===== src/rtl/seg_scan_ctrl.sv =====
// seg_scan_ctrl - four-digit multiplexed 7-segment scan controller.
//
// This block scans four BCD digits onto a shared segment decoder. It
// inserts a guard interval with all anodes off at the start of every
// slot. It applies per-digit enable, blink, decimal point and
// leading-zero blanking. Inputs are captured into shadow registers once
// per frame, so a digit update can never tear across a frame.
//
// Ports
//   clk         in   clock; all state updates on the rising edge
//   reset       in   synchronous active-high reset
//   bcd_in      in   [15:0] four BCD digits, [3:0] is digit 0
//   digit_en    in   [3:0] per-digit display enable
//   blink_en    in   [3:0] per-digit blink request
//   dp_en       in   [3:0] per-digit decimal point request
//   lzb_en      in   leading-zero blanking enable
//   bcd_out     out  [3:0] shadow value of the current digit
//   anode       out  [3:0] active-low digit drive
//   dp_n        out  active-low decimal point
//   digit_sel   out  [1:0] index of the current digit
//   frame_tick  out  one-cycle pulse on the last cycle of each frame
//
// Slot phase (decoded from the slot counter)
//   state    | meaning
//   PH_GUARD | counter < GUARD, all anodes off, dp off
//   PH_DRIVE | current digit driven if visible
module seg_scan_ctrl #(
  parameter int SCAN_DIV     = 100000,
  parameter int GUARD        = 1000,
  parameter int BLINK_FRAMES = 125
) (
  input  logic        clk,
  input  logic        reset,
  input  logic [15:0] bcd_in,
  input  logic [3:0]  digit_en,
  input  logic [3:0]  blink_en,
  input  logic [3:0]  dp_en,
  input  logic        lzb_en,
  output logic [3:0]  bcd_out,
  output logic [3:0]  anode,
  output logic        dp_n,
  output logic [1:0]  digit_sel,
  output logic        frame_tick
);

  localparam int CW = (SCAN_DIV > 1) ? $clog2(SCAN_DIV) : 1;
  localparam int BW = $clog2(BLINK_FRAMES + 1);
  localparam logic [CW-1:0] SLOT_LAST  = CW'(SCAN_DIV - 1);
  localparam logic [CW-1:0] GUARD_END  = CW'(GUARD);
  localparam logic [BW-1:0] BLINK_LAST = BW'(BLINK_FRAMES - 1);

  typedef enum logic {PH_GUARD, PH_DRIVE} phase_t;

  logic [CW-1:0] slot_cnt;
  logic [1:0]    sel_q;
  logic          blink_phase;
  logic [BW-1:0] blink_cnt;

  logic [15:0]   sh_bcd;
  logic [3:0]    sh_digit_en;
  logic [3:0]    sh_blink_en;
  logic [3:0]    sh_dp_en;
  logic          sh_lzb;

  logic          frame_end;
  phase_t        phase;
  logic [3:0]    digit_zero;
  logic [3:0]    suppress;
  logic [3:0]    visible;

  assign frame_end = (sel_q == 2'd3) && (slot_cnt == SLOT_LAST);

  always_ff @(posedge clk) begin
    if (reset) begin
      slot_cnt    <= '0;
      sel_q       <= '0;
      blink_phase <= 1'b0;
      blink_cnt   <= '0;
      sh_bcd      <= '0;
      sh_digit_en <= '0;
      sh_blink_en <= '0;
      sh_dp_en    <= '0;
      sh_lzb      <= 1'b0;
    end else begin
      if (slot_cnt == SLOT_LAST) begin
        slot_cnt <= '0;
        sel_q    <= sel_q + 2'd1;
      end else begin
        slot_cnt <= slot_cnt + CW'(1);
      end

      // Capture on the last cycle of the frame so the next frame starts
      // with a consistent set of digits.
      if (frame_end) begin
        sh_bcd      <= bcd_in;
        sh_digit_en <= digit_en;
        sh_blink_en <= blink_en;
        sh_dp_en    <= dp_en;
        sh_lzb      <= lzb_en;
        if (blink_cnt == BLINK_LAST) begin
          blink_cnt   <= '0;
          blink_phase <= ~blink_phase;
        end else begin
          blink_cnt <= blink_cnt + BW'(1);
        end
      end
    end
  end

  always_comb begin
    phase      = (slot_cnt < GUARD_END) ? PH_GUARD : PH_DRIVE;
    digit_zero = '0;
    suppress   = '0;
    visible    = '0;
    for (int i = 0; i < 4; i++) begin
      digit_zero[i] = (sh_bcd[4*i +: 4] == 4'd0);
    end
    // A digit is a leading zero only if it and every higher digit are zero.
    // Digit 0 always stays lit, so a value of 0 still shows "0".
    suppress[3] = sh_lzb && digit_zero[3];
    suppress[2] = suppress[3] && digit_zero[2];
    suppress[1] = suppress[2] && digit_zero[1];
    for (int i = 0; i < 4; i++) begin
      visible[i] = sh_digit_en[i]
                && !(sh_blink_en[i] && blink_phase)
                && !suppress[i]
                && (sh_bcd[4*i +: 4] <= 4'd9);
    end
  end

  always_comb begin
    anode      = 4'b1111;
    dp_n       = 1'b1;
    bcd_out    = sh_bcd[{sel_q, 2'b00} +: 4];
    digit_sel  = sel_q;
    frame_tick = frame_end;
    if (phase == PH_DRIVE && visible[sel_q]) begin
      anode[sel_q] = 1'b0;
      dp_n         = ~sh_dp_en[sel_q];
    end
  end

endmodule


===== config.mk =====
export PLATFORM = sky130hd
export DESIGN_NAME = seg_scan_ctrl
export DESIGN_NICKNAME = d
export VERILOG_FILES = /design/src/rtl/seg_scan_ctrl.sv
export SDC_FILE = /design/constraint.sdc
export NUM_CORES = 1
export LEC_CHECK = 0
export BUFFER_PORTS_ARGS = -buffer_cell sky130_fd_sc_hd__buf_4
export CAP_MARGIN = 0
export CORE_MARGIN = 3
export CORE_UTILIZATION = 55
export DETAILED_ROUTE_END_ITERATION = 10
export GPL_ROUTABILITY_DRIVEN = 0
export PLACE_DENSITY = 0.74
export SYNTH_ARGS = -nofsm -noshare
export SYNTH_HDL_FRONTEND = slang
export SYNTH_SLANG_ARGS = --single-unit

===== constraint.sdc =====
create_clock -name clk -period 2.7 [get_ports clk]
set_input_delay 0.54 -clock clk [delete_from_list [all_inputs] [get_ports clk]]
set_output_delay 0.54 -clock clk [all_outputs]
set_load 0.01 [all_outputs]

==> results by group <==
Outcome
  – Outcome: complete, no violations

Synthesis
  – #FFs+latches synth: 56
  – Post-synthesis cell count: 309
  – Mapped cell area: 0.00288 mm²
  – Synthesis warning total: 0
  – Mean Syn Cell Area: 9.32 µm²
  – Synth cell types: 40
  – Syn Nets: 347
  – Sequential fraction of the synthesis area: 0.389

Setup path
  – Slowest stage delay, CP: 0.59 ns
  – CP bufs+invs: 2
  – Delay-heaviest family, CP: simple AND/OR/NAND/NOR gates
  – Reg-to-Reg Start: slot_cnt[12]
  – Kind of critical path: reg -> out
  – WP data required: about 2.2 ns
  – CP max stage cell: or4_4
  – Cell chain of the critical path: or4_4, nor4_4, nand2_1, inv_1, buf_4
  – Crit path from: slot_cnt[12]
  – Critical Path AT: 2.01 ns
  – Kind of start point of the critical path: register
  – Max FO, Critical Path: 4
  – Crit end category: primary output

Placement
  – Pre-CTS setup slack: 0.345 ns
  – Port bufs: 42
  – Post-DP HPWL: around 4200 µm

Timing
  – Slew Limit Fails: 0
  – F_max: 392 MHz
  – Final min period: 2.55 ns
  – Min Hold Slack: 0.467 ns
  – Setup TNS: 0 ns
  – Final clock skew: approximately 0.0077 ns
  – Final worst slack: 0.149 ns
  – Slew of the pin with the lowest slew margin: between 0.4 and 0.5 ns
  – Final Hold Vio Count: 0
  – RSZ-0062 raised after global routing: no
  – Setup Viol. Count Final: 0
  – Worst slew margin relative to its limit: 0.677
  – Final Cycle Share: 0.945

Power
  – Power density cells: 442 mW/mm²
  – Peak supply drop: 0.324 mV
  – Pwr Total: 1440 µW
  – Pleak: roughly 0.0011 µW

Clocking
  – H-tree Lvls: 2
  – TritonCTS Buffers: 5
  – Reg clk slew, reported paths: 0.10 ns
  – Post-CTS Hold Fix Bufs: 0
  – CTS max path bufs: 2
  – Clock root buffer: clkbuf_8
  – Clock latency on the worst-skew pair: 0.31 ns
  – CTS tree: done
  – Clock sinks: 56

Floorplanning
  – Ports: 43
  – Initial Util: 0.590
  – Rows: 25
  – Chip height: 78.4 µm
  – Die Wd: 78.4 µm
  – Total die area: 0.00614 mm²
  – Core Box Area: 0.00488 mm²

Detailed routing
  – Pre-antenna DRT Iters: 5
  – Vias/cell: 5.33
  – Initial drt markers: around 100
  – Final wirelength: 5780 µm
  – DR WL/cell: approximately 14 µm
  – Post-route ant nets: 0
  – Total number of vias: 2,216
  – DR DRC count: 0

Global routing
  – Largest net degree at the start of global routing: 34
  – GRT Residual Overflow: 0
  – Initial antenna violation count: 0
  – Vias in the first global route: 2,103
  – GRT Total Usage: 0.201
  – First-pass GRT wire length: a little under 10,000 µm

Cells and area
  – # fillers: 452
  – Sequential cell area: 0.00112 mm²
  – Multi-input gate area: 0.00155 mm²
  – Most common cell after layout, fill and taps aside: dfxtp_1
  – # diodes: 0
  – Layout cells sized above 1: 0.370
  – Most frequent cells in the layout: dfxtp_1, nand2_1, buf_4
  – Nets: 386
  – Syn-to-layout area delta: 12.9%

Min path
  – Worst hold path class: in -> reg
  – Hold path startpoint: bcd_in[14]

Flow run
  – Max-Cap Viols: 0
## per-layer routing
metal	share of wire	up-vias	track usage	routed length, µm
met3	0.050	13	0.0470	287
met5	0	-	0	0
met2	0.44	54	0.294	2570
met1	0.49	1016	0.288	2810
met4	0.020	0	0.0769	118
li1	-	1133	-	-
## final timing paths
check                        end  slack, ns  cells past startpoint
setup / recovery      frame_tick       0.15                      5
setup reg to reg  sh_blink_en[3]       0.49                      6
hold / removal        sh_bcd[14]       0.47                      3
hold reg to reg   sh_blink_en[2]       0.47                      2
## tightest hold or removal path, delay by kind of cell
kind            cells  cell delay [ns]
buf+inv             1             0.11
simple gates        1             0.05
compound gates      1             0.04
## synthesized netlist by cell type
cell / number / area, µm²
dfxtp_1: 56 / 1120
nand2_1: 50 / 188
a21oi_2: 31 / 272
nand2_2: 30 / 188
nor2_1: 24 / 90.1
xor2_1: 13 / 114
nand3_1: 11 / 55.1
o21ai_0: 10 / 50.1
nand4_1: 8 / 50.1
ha_1: 7 / 87.6
inv_1: 7 / 26.3
a21oi_1: 6 / 30.0
clkbuf_8: 6 / 82.6
mux4_2: 5 / 113
nor4_1: 5 / 31.3
and3_1: 4 / 25.0
buf_12: 4 / 80.1
xnor2_1: 4 / 35.0
and4_1: 3 / 26.3
clkbuf_1: 3 / 11.3
a31oi_1: 2 / 12.5
nand4b_1: 2 / 17.5
a311oi_2: 1 / 15.0
a31o_2: 1 / 8.76
a41o_1: 1 / 10.0
and2_4: 1 / 8.76
buf_4: 1 / 7.51
buf_6: 1 / 11.3
dlygate4sd3_1: 1 / 10.0
mux2i_1: 1 / 10.0
nand3b_1: 1 / 7.51
nand4bb_1: 1 / 11.3
nor2b_1: 1 / 6.26
nor3_1: 1 / 5.00
nor4_4: 1 / 21.3
o211ai_1: 1 / 7.51
o21a_1: 1 / 7.51
o311a_1: 1 / 10.0
or2_2: 1 / 6.26
or4_4: 1 / 11.3
## state kept, by name, indices dropped and copies added, names as in the netlist
register and cells:
slot_cnt 17, sh_bcd 16, blink_cnt 7, sh_blink_en 4
sh_digit_en 4, sh_dp_en 4, digit_sel 2, blink_phase 1
sh_lzb 1
## stage by stage
step / instances / utilization / instance area (µm²)
2_1_floorplan: 309 / - / 2880
5_1_grt: 416 / 0.666 / 3250
6_report: 416 / 0.666 / 3250
4_1_cts: 416 / 0.663 / 3240
3_3_place_gp: 408 / 0.640 / 3120
3_5_place_dp: 408 / 0.640 / 3120
## where the power goes
group          switching (µW)  internal, µW  leakage, µW
combinational            30.5          34.2     0.000618
clock                     263           276    0.0000552
sequential               3.49           829     0.000451
## cells by family after synthesis
| logic type | Yosys count | share of synthesized area |
|---|---|---|
| buffers and inverters | 23 | 0.0795 |
| adder cells (fa/ha/maj) | 7 | 0.0304 |
| multiplexers | 6 | 0.0426 |
| XOR/XNOR | 17 | 0.0517 |
| flip-flops | 56 | 0.389 |
| AND/OR/NAND/NOR | 145 | 0.260 |
| AO/OA/AOI/OAI | 55 | 0.147 |
## area by class of cell
type,instances,area share
well taps,67,0.0258
clock buffers,6,0.0223
multi-input cells,230,0.477
inverters,7,0.00808
clock inverters,2,0.0108
repair buffers,48,0.111
flip-flops and latches,56,0.345
## repair_timing
item / in CTS / in global routing
gates resized for setup: 1 / 2
setup buffers: 0 / 0
setup endpoints to repair: 1 / 6
Power figures use the tool's default switching activity.
